<file path="src/rtl/mem_port_arbiter_if.sv">
// mem_port_arbiter_if
// Bundles the fetch requester, the data requester and the shared memory port
// into one interface. ADDR_W and DATA_W must match the arbiter's parameters.
//   Fetch side : i_valid, i_addr -> i_data_ok, i_data (32-bit word)
//   Data side  : d_valid, d_addr, d_size, d_strobe, d_wdata -> d_data_ok, d_rdata
//   Memory side: m_valid, m_addr, m_size, m_strobe, m_wdata -> m_data_ok, m_rdata
// Modports:
//   slave  - the arbiter's view
//   master - the environment's view (requesters plus memory)
interface mem_port_arbiter_if #(
  parameter int ADDR_W = 64,
  parameter int DATA_W = 64
);
  logic                  i_valid;
  logic [ADDR_W-1:0]     i_addr;
  logic                  i_data_ok;
  logic [31:0]           i_data;

  logic                  d_valid;
  logic [ADDR_W-1:0]     d_addr;
  logic [2:0]            d_size;
  logic [DATA_W/8-1:0]   d_strobe;
  logic [DATA_W-1:0]     d_wdata;
  logic                  d_data_ok;
  logic [DATA_W-1:0]     d_rdata;

  logic                  m_valid;
  logic [ADDR_W-1:0]     m_addr;
  logic [2:0]            m_size;
  logic [DATA_W/8-1:0]   m_strobe;
  logic [DATA_W-1:0]     m_wdata;
  logic                  m_data_ok;
  logic [DATA_W-1:0]     m_rdata;

  modport slave (
    input  i_valid, i_addr,
    output i_data_ok, i_data,
    input  d_valid, d_addr, d_size, d_strobe, d_wdata,
    output d_data_ok, d_rdata,
    output m_valid, m_addr, m_size, m_strobe, m_wdata,
    input  m_data_ok, m_rdata
  );

  modport master (
    output i_valid, i_addr,
    input  i_data_ok, i_data,
    output d_valid, d_addr, d_size, d_strobe, d_wdata,
    input  d_data_ok, d_rdata,
    input  m_valid, m_addr, m_size, m_strobe, m_wdata,
    output m_data_ok, m_rdata
  );
endinterface

</file>
<file path="src/rtl/mem_port_arbiter.sv">
// mem_port_arbiter
// Shares one memory port between the instruction-fetch bus and the data bus.
// The granted request is latched onto the memory port and held until the
// memory answers; the answer is routed back combinationally to the requester
// that owns the port. Data normally wins over fetch, but once fetch has been
// passed over STARVE_LIMIT times in a row it is granted next.
// Ports:
//   clk    - clock
//   reset  - synchronous, active-high reset
//   bus_io - fetch/data requester and memory port signals (slave modport)
module mem_port_arbiter #(
  parameter int ADDR_W       = 64,
  parameter int DATA_W       = 64,
  parameter int STARVE_LIMIT = 4
) (
  input  logic                 clk,
  input  logic                 reset,
  mem_port_arbiter_if.slave    bus_io
);

  localparam logic [3:0] LIMIT = 4'(STARVE_LIMIT);

  typedef enum logic [1:0] {
    IDLE,
    BUSY_I,
    BUSY_D
  } state_e;

  state_e                state_q;
  logic                  m_valid_q;
  logic [ADDR_W-1:0]     m_addr_q;
  logic [2:0]            m_size_q;
  logic [DATA_W/8-1:0]   m_strobe_q;
  logic [DATA_W-1:0]     m_wdata_q;
  logic [3:0]            starve_q;

  logic                  grant_d;
  logic                  grant_i;
  logic                  resp_ok;

  // Data wins unless fetch is waiting and has already been passed over
  // STARVE_LIMIT times in a row.
  always_comb begin
    grant_d = bus_io.d_valid && (!bus_io.i_valid || (starve_q < LIMIT));
    grant_i = !grant_d && bus_io.i_valid;
  end

  // Arbitration FSM; the memory-port outputs are registered here so they stay
  // frozen for the whole transaction regardless of requester activity.
  always_ff @(posedge clk) begin
    if (reset) begin
      state_q    <= IDLE;
      m_valid_q  <= 1'b0;
      m_addr_q   <= '0;
      m_size_q   <= '0;
      m_strobe_q <= '0;
      m_wdata_q  <= '0;
      starve_q   <= '0;
    end else begin
      case (state_q)
        IDLE: begin
          if (grant_d) begin
            state_q    <= BUSY_D;
            m_valid_q  <= 1'b1;
            m_addr_q   <= bus_io.d_addr;
            m_size_q   <= bus_io.d_size;
            m_strobe_q <= bus_io.d_strobe;
            m_wdata_q  <= bus_io.d_wdata;
            // Count only grants that made a pending fetch wait.
            if (!bus_io.i_valid) begin
              starve_q <= '0;
            end else if (starve_q != LIMIT) begin
              starve_q <= starve_q + 4'd1;
            end
          end else if (grant_i) begin
            state_q    <= BUSY_I;
            m_valid_q  <= 1'b1;
            m_addr_q   <= bus_io.i_addr;
            m_size_q   <= 3'd2;
            m_strobe_q <= '0;
            m_wdata_q  <= '0;
            starve_q   <= '0;
          end else begin
            // Nothing granted implies fetch is not waiting.
            starve_q <= '0;
          end
        end
        BUSY_I, BUSY_D: begin
          if (bus_io.m_data_ok) begin
            state_q   <= IDLE;
            m_valid_q <= 1'b0;
          end
        end
        default: begin
          state_q   <= IDLE;
          m_valid_q <= 1'b0;
        end
      endcase
    end
  end

  // A response arriving while reset is asserted belongs to an abandoned
  // transaction and must not reach the requester.
  assign resp_ok = bus_io.m_data_ok && !reset;

  assign bus_io.m_valid  = m_valid_q;
  assign bus_io.m_addr   = m_addr_q;
  assign bus_io.m_size   = m_size_q;
  assign bus_io.m_strobe = m_strobe_q;
  assign bus_io.m_wdata  = m_wdata_q;

  assign bus_io.i_data_ok = (state_q == BUSY_I) && resp_ok;
  assign bus_io.d_data_ok = (state_q == BUSY_D) && resp_ok;

  // Fetch words are 32 bits; address bit 2 picks the half of the memory word.
  assign bus_io.i_data  = m_addr_q[2] ? bus_io.m_rdata[63:32] : bus_io.m_rdata[31:0];
  assign bus_io.d_rdata = bus_io.m_rdata;

endmodule

</file>
<file path="src/flat_wrapper.sv">
// flat-port wrapper written by rule: the top's interface ports become plain ports
module mem_port_arbiter_flat 
#(
  parameter int ADDR_W       = 64,
  parameter int DATA_W       = 64,
  parameter int STARVE_LIMIT = 4
)
  (clk, reset, bus_io_i_valid, bus_io_i_addr, bus_io_i_data_ok, bus_io_i_data, bus_io_d_valid, bus_io_d_addr, bus_io_d_size, bus_io_d_strobe, bus_io_d_wdata, bus_io_d_data_ok, bus_io_d_rdata, bus_io_m_valid, bus_io_m_addr, bus_io_m_size, bus_io_m_strobe, bus_io_m_wdata, bus_io_m_data_ok, bus_io_m_rdata);
  mem_port_arbiter_if #(.ADDR_W(ADDR_W), .DATA_W(DATA_W)) bus_io_i ();
  input  logic clk;
  input  logic reset;
  input wire logic [$bits(bus_io_i.i_valid)-1:0] bus_io_i_valid;
  input wire logic [$bits(bus_io_i.i_addr)-1:0] bus_io_i_addr;
  output wire logic [$bits(bus_io_i.i_data_ok)-1:0] bus_io_i_data_ok;
  output wire logic [$bits(bus_io_i.i_data)-1:0] bus_io_i_data;
  input wire logic [$bits(bus_io_i.d_valid)-1:0] bus_io_d_valid;
  input wire logic [$bits(bus_io_i.d_addr)-1:0] bus_io_d_addr;
  input wire logic [$bits(bus_io_i.d_size)-1:0] bus_io_d_size;
  input wire logic [$bits(bus_io_i.d_strobe)-1:0] bus_io_d_strobe;
  input wire logic [$bits(bus_io_i.d_wdata)-1:0] bus_io_d_wdata;
  output wire logic [$bits(bus_io_i.d_data_ok)-1:0] bus_io_d_data_ok;
  output wire logic [$bits(bus_io_i.d_rdata)-1:0] bus_io_d_rdata;
  output wire logic [$bits(bus_io_i.m_valid)-1:0] bus_io_m_valid;
  output wire logic [$bits(bus_io_i.m_addr)-1:0] bus_io_m_addr;
  output wire logic [$bits(bus_io_i.m_size)-1:0] bus_io_m_size;
  output wire logic [$bits(bus_io_i.m_strobe)-1:0] bus_io_m_strobe;
  output wire logic [$bits(bus_io_i.m_wdata)-1:0] bus_io_m_wdata;
  input wire logic [$bits(bus_io_i.m_data_ok)-1:0] bus_io_m_data_ok;
  input wire logic [$bits(bus_io_i.m_rdata)-1:0] bus_io_m_rdata;
  assign bus_io_i.i_valid = bus_io_i_valid;
  assign bus_io_i.i_addr = bus_io_i_addr;
  assign bus_io_i_data_ok = bus_io_i.i_data_ok;
  assign bus_io_i_data = bus_io_i.i_data;
  assign bus_io_i.d_valid = bus_io_d_valid;
  assign bus_io_i.d_addr = bus_io_d_addr;
  assign bus_io_i.d_size = bus_io_d_size;
  assign bus_io_i.d_strobe = bus_io_d_strobe;
  assign bus_io_i.d_wdata = bus_io_d_wdata;
  assign bus_io_d_data_ok = bus_io_i.d_data_ok;
  assign bus_io_d_rdata = bus_io_i.d_rdata;
  assign bus_io_m_valid = bus_io_i.m_valid;
  assign bus_io_m_addr = bus_io_i.m_addr;
  assign bus_io_m_size = bus_io_i.m_size;
  assign bus_io_m_strobe = bus_io_i.m_strobe;
  assign bus_io_m_wdata = bus_io_i.m_wdata;
  assign bus_io_i.m_data_ok = bus_io_m_data_ok;
  assign bus_io_i.m_rdata = bus_io_m_rdata;
  mem_port_arbiter #(.ADDR_W(ADDR_W), .DATA_W(DATA_W), .STARVE_LIMIT(STARVE_LIMIT)) u_core (.clk(clk), .reset(reset), .bus_io(bus_io_i));
endmodule
</file>
<file path="config.mk">
export PLATFORM = sky130hd
export DESIGN_NAME = mem_port_arbiter_flat
export DESIGN_NICKNAME = d
export VERILOG_FILES = /design/src/rtl/mem_port_arbiter_if.sv /design/src/rtl/mem_port_arbiter.sv /design/src/flat_wrapper.sv
export SDC_FILE = /design/constraint.sdc
export NUM_CORES = 1
export LEC_CHECK = 0
export CORE_AREA = 3 3 197 199
export DETAILED_ROUTE_END_ITERATION = 10
export DIE_AREA = 0 0 200 202
export GPL_TIMING_DRIVEN = 1
export PLACE_DENSITY = 0.51
export SLEW_MARGIN = 20
export SYNTH_ARGS = -nofsm -noshare
export SYNTH_HDL_FRONTEND = slang
export SYNTH_SLANG_ARGS = --single-unit
</file>
<file path="constraint.sdc">
create_clock -name clk -period 1.65 [get_ports clk]
set_clock_uncertainty 0.1 [all_clocks]
set_input_delay 0.2475 -clock clk [delete_from_list [all_inputs] [get_ports clk]]
set_output_delay 0.2475 -clock clk [all_outputs]
set_load 0.02 [all_outputs]
</file>
### After elaboration in Yosys (flattened, before gate mapping)

Cells that the tools add are included.

| word-level totals | value |
|---|---|
| input bits | 272 |
| memories kept | 0 |
| output and inout bits | 238 |
| logic and storage cells | 50 |
| flip-flop bits (word level) | 146 |
| bits in latches | 0 |
| memory bits (read-only) | 0 |
| bits in writable memories | 0 |

| operators by class | value |
|---|---|
| reduce and logical (&&, ||, !) cells | 15 |
| equal/unequal tests | 6 |
| add/subtract/negate cells | 1 |
| bitwise logic cells | 0 |
| magnitude comparators | 1 |
| mux-type cells | 20 |
| multiply operators | 0 |
| div/mod/pow operators | 0 |
| shifts and indexed selects | 0 |

Operator list:

| cell | count |
|---|---|
| $mux 64 | 4 |
| $mux 32 | 1 |
| $mux 8 | 2 |
| $mux 4 | 3 |
| $mux 2 | 3 |
| $mux 3 | 2 |
| $reduce_and 2->1 | 3 |
| $logic_and 1x1->1 | 5 |
| $add 4x1->4 const B | 1 |
| $lt 4x3->1 const B | 1 |
| $ne 4x3->1 const B | 1 |
| $pmux 2 s2 | 1 |
| $logic_not 1->1 | 3 |
| $mux 1 | 3 |
| $ne 3x1->1 const B | 1 |
| $ne 3x3->1 const B | 1 |
| $eq 2x1->1 const B | 1 |
| $eq 2x2->1 const B | 1 |
| $logic_not 2->1 | 1 |
| $ne 2x2->1 const B | 1 |
| $pmux 1 s2 | 1 |
| $reduce_bool 2->1 | 1 |
| $reduce_or 2->1 | 1 |
| $logic_or 1x1->1 | 1 |

### Longest topological paths before layout

| logic depth | value |
|---|---|
| depth after elaboration | 8 |
| depth in mapped cells | 8 |
| gate-level depth less buffers | 5 |

### Worst setup path before layout

Ideal clock, no wire load.

| timing path | value |
|---|---|
| kind | register to output |
| from | reg u_core.m_addr_q[2], in the netlist u_core.bus_io.m_addr[2] |
| to | out bus_io_i_data[0] |
| arrival time | 1.282 ns |
| slack | 0.021 ns |
| data required time | 1.302 ns |
| buffers on the path | 2 |
| cell stages (with the launch flop) | 4 |
| cells stage by stage | dfxtp_1 > clkbuf_1 > buf_2 > mux2_2 |

| between the ends | value |
|---|---|
| word-level cells in the longest chain between the ends | 1 |

Ends and longest elaborated chain:

| item | line | text |
|---|---|---|
| start: declaration | mem_port_arbiter.sv:31 | `logic [ADDR_W-1:0] m_addr_q;` |
| start signal: assignment | mem_port_arbiter.sv:65 | `m_addr_q <= bus_io.d_addr;` |
| start signal: assignment | mem_port_arbiter.sv:78 | `m_addr_q <= bus_io.i_addr;` |
| $mux 32 | mem_port_arbiter.sv:116 | `assign bus_io.i_data = m_addr_q[2] ? bus_io.m_rdata[63:32] : bus_io.m_rdata[31:0];` |
| end: declaration | flat_wrapper.sv:15 | `output wire logic [$bits(bus_io_i.i_data)-1:0] bus_io_i_data;` |

No other way between the ends.

### Final worst setup path

| timing path | value |
|---|---|
| from | reg u_core.m_addr_q[2], in the netlist u_core.bus_io.m_addr[2] |
| to | out bus_io_i_data[22] |

Same word-level chain as after synthesis.

==> flow_metrics.env <==
export IMPL_result_of_the_run="finished with violations"
export IMPL_failing_checks="negative setup slack"
export IMPL_row_count=71
export IMPL_worst_setup_path_endpoint="bus_io_i_data[22]"
export IMPL_vias_per_cell=4.52
export IMPL_finalSetupViolations=35
export IMPL_clock_tree_buffer_depth=2
export IMPL_synth_main_ff_cell="dfxtp_1"
export IMPL_grt_setup_unrepaired="yes"
export IMPL_max_clock_freq_mhz=506
export IMPL_r2r_end="u_core.bus_io.m_wdata[14]"
export IMPL_reg2reg_depth=7
export IMPL_filler_cell_count=3915
export IMPL_start_kind="register"
export IMPL_ys_seq_elements=146
export IMPL_register_area_sq_mm=0.00293
export IMPL_fin_crit_sh_pct=120
export IMPL_finalMaxSlewViolations=0
export IMPL_grt_first_pass_wirelength_um=52100
export IMPL_power_ir_vdd_worst_uv=705
export IMPL_library_cell_with_the_highest_instance_count_after_synthesis="dfxtp_1"
export IMPL_design_die_area_sq_mm=0.0404
export IMPL_worstSkewPairLatency_ns=0.44
export IMPL_worst_slew_pin_slew_ns=0.418
export IMPL_clock_sink_count=146
export IMPL_design_core_area_sq_mm=0.0374
export IMPL_vias=8345
export IMPL_place_hpwl_um=27900
export IMPL_setup_ws_ns=-0.326
export IMPL_timing_max_slew_rel_slack_pct=72.1
export IMPL_tritoncts="done"
export IMPL_synth_seq_area_share_pct=40.8
export IMPL_combinational_group_share_of_total_power_pct=34.0
export IMPL_worstPathRequired_ns=1.30
export IMPL_grt_overflow=0
export IMPL_drt_iter0_markers=306
export IMPL_cts_root_buf="clkbuf_16"
export IMPL_synth_top_area_cell="dfxtp_1"
export IMPL_netSwitchingPower_mw=4.05
export IMPL_ys_top_cells_by_area="dfxtp_1 41%, buf_4 7.2%, nand4_1 6.5%"
export IMPL_r2r_start="u_core.state_q[0]"
export IMPL_layout_nets=1592
export IMPL_cts_buffers=17
export IMPL_drtAntennaViolNets=0
export IMPL_track_usage_pct=17.2
export IMPL_chipWidth_um=200
export IMPL_clock_slew_seen_by_the_registers_of_the_worst_setup_and_hold_paths_ns=0.07
export IMPL_mappedNetlistArea_sq_mm=0.00717
export IMPL_synth_warning_count=0
export IMPL_drc=0
export IMPL_timing_critical_path_fanout_max=8
export IMPL_sequential_share_of_power_pct=32.5
export IMPL_maximum_number_of_pins_on_one_net_before_global_route_repair=74
export IMPL_yosysUniqueCellTypes=30
export IMPL_synth_avg_cell_area_sq_um=8.35
export IMPL_dpl_worst_slack_ns=-0.329
export IMPL_cts_hold_repair_buffers=0
export IMPL_hp_class="primary input to register"
export IMPL_drive_gt1_share_pct=17.8
export IMPL_power_per_cell_area_mw_per_mm2=913
export IMPL_hold_violations=0
export IMPL_antenna_found_initial=10
export IMPL_fin_worst_hold_slack_ns=0.176
export IMPL_floorplan_initialDensity_pct=19.2
export IMPL_numPortBuffers=509
export IMPL_netSwitchingFraction_pct=32.4
export IMPL_clockPowerShare_pct=33.5
export IMPL_timing_critical_path_to_type="output port"
export IMPL_drt_pass1_iter_count=5
export IMPL_startpoint="u_core.bus_io.m_addr[2]"
export IMPL_timing_critical_path_arrival_ns=1.63
export IMPL_synth_top_cells_by_count="146 x dfxtp_1, 80 x a21oi_1, 75 x nand2_1, 75 x nand4_1, 69 x buf_4"
export IMPL_place_gp_congestion=0.847
export IMPL_ff2ff_setup_slack_ns=0.08
export IMPL_min_period_ns=1.98
export IMPL_wire_per_inst_um=20.7
export IMPL_multi_input_comb_area_sq_mm=0.00350
export IMPL_vias_in_the_first_global_route=8246
export IMPL_min_path_cells=3
export IMPL_fraction_of_synthesis_flops_using_an_asynchronous_set_or_reset_pin_pct=0
export IMPL_number_of_enable_type_register_cells_in_the_synthesized_netlist=0
export IMPL_total_detailed_routing_wirelength_um=38300
export IMPL_max_cap_violations=0
export IMPL_power_report_internal_total_mw=8.45
export IMPL_synthesis_instances=859
export IMPL_flow_area_growth_from_synthesis_pct=90.8
export IMPL_share_of_the_synthesized_area_in_the_top_cell_type_pct=40.8
export IMPL_io_pins=510
export IMPL_power_static_leakage_nw=5.72
export IMPL_die_h_um=202
export IMPL_worstSetupPathType="register to output port"
export IMPL_syn_num_nets=1136
export IMPL_htreeDepth=4
==> worst min path at each step <==
| stage | slack [ns] | startpoint | end |
|---|---|---|---|
| 6_report | 0.18 | reset | u_core.starve_q[0] |
| 5_1_grt | 0.17 | reset | u_core.bus_io.m_valid |
| 4_1_cts | 0.15 | reset | u_core.state_q[0] |
| 3_5_place_dp | 0.35 | u_core.bus_io.m_wdata[52] | u_core.bus_io.m_wdata[52] |
| 3_3_place_gp | 0.34 | u_core.bus_io.m_wdata[29] | u_core.bus_io.m_wdata[29] |
| 2_1_floorplan | 0.32 | bus_io_i_addr[2] | u_core.bus_io.m_addr[2] |
==> cell type report <==
class | instances | area share, %
Antenna cell | 7 | 0.128
Inverter | 5 | 0.137
Multi-Input combinational cell | 549 | 25.6
Clock inverter | 11 | 1.10
Clock buffer | 21 | 3.44
Sequential cell | 146 | 21.4
Timing Repair Buffer | 596 | 43.6
Tap cell | 511 | 4.67
==> stage by stage <==
step	power, mW	cells	setup TNS (ns)	instance area, sq um	utilization (%)
3_5_place_dp	8.35	1786	-50.11	12800	34.3
5_1_grt	13.1	1845	-9.41	13700	36.6
6_report	12.5	1846	-7.43	13700	36.6
4_1_cts	12.5	1827	-10.03	13400	35.9
3_3_place_gp	8.33	1786	-45.66	12800	34.3
2_1_floorplan	6.09	859	0	7170	-
==> critical path, stage by stage (launching register included) <==
cell and delay (ns):
dfxtp_4 0.37, buf_12 0.13, buf_16 0.13, buf_4 0.13, mux2_4 0.29, buf_6 0.13
==> flip-flops by register name (all words and copies together) (netlist names) <==
signal,flops
u_core.bus_io.m_addr,64
u_core.bus_io.m_wdata,64
u_core.bus_io.m_strobe,8
u_core.starve_q,4
u_core.bus_io.m_size,3
u_core.state_q,2
u_core.bus_io.m_valid,1
==> cells in the final DEF (no fill, tap or decap), drive strengths merged <==
cell type / netlist / final
nor3b: 2 / 2
nor2b: 2 / 2
ha: 5 / 5
dlygate4sd2: 0 / 195
nor4: 1 / 1
a311oi: 64 / 64
a21oi: 80 / 80
clkdlybuf4s50: 0 / 268
clkbuf: 50 / 26
nor3: 2 / 2
clkinv: 0 / 4
nand2b: 3 / 3
o21ai: 69 / 69
buf: 111 / 127
nand4: 75 / 75
inv: 5 / 7
clkinvlp: 0 / 2
nand2: 75 / 75
o21a: 2 / 4
nor2: 65 / 65
nand3: 66 / 66
diode: 0 / 7
bufinv: 0 / 3
o211ai: 1 / 1
dfxtp: 146 / 146
mux2: 32 / 32
dlymetal6s2s: 0 / 1
and4bb: 1 / 1
and3b: 2 / 2
==> power by group through the flow <==
stage | registers [mW] | clock network (mW) | logic (mW)
floorplan | 4.55 | 0 | 1.54
global placement | 4.13 | 0 | 4.19
detailed placement | 4.14 | 0 | 4.21
CTS | 4.07 | 4.35 | 4.10
global route | 4.10 | 4.45 | 4.52
finish | 4.06 | 4.19 | 4.24
==> what timing repair did <==
action | 4_1_cts | 5_1_grt
endpoints found under the setup margin | 284 | 73
pin swaps | 1 | 0
buffers inserted | 5 | 8
resized for setup | 380 | 23
gates cloned | 4 | 6
==> cells by family (layout without fill, tap and decap cells) <==
kind of cell / after synthesis / in the layout / synth area share, %
compound gates: 216 / 218 / 20.5
fa+ha+maj: 5 / 5 / 0.872
buf+inv: 166 / 633 / 13.1
flops: 146 / 146 / 40.8
mux: 32 / 32 / 5.02
other cells: 0 / 7 / 0
simple gates: 294 / 294 / 19.8
==> per-layer routing <==
layer	vias to the layer above	part of all wire [%]	global-route usage, %	wire length, um
met5	-	0.12	0	47
met4	6	2.6	6.26	1010
met3	43	9.4	6.92	3580
met2	346	51	30.8	19300
met1	3976	37	18.1	14300
li1	3974	-	-	-
Note: power is estimated with default switching activity, not from simulation.
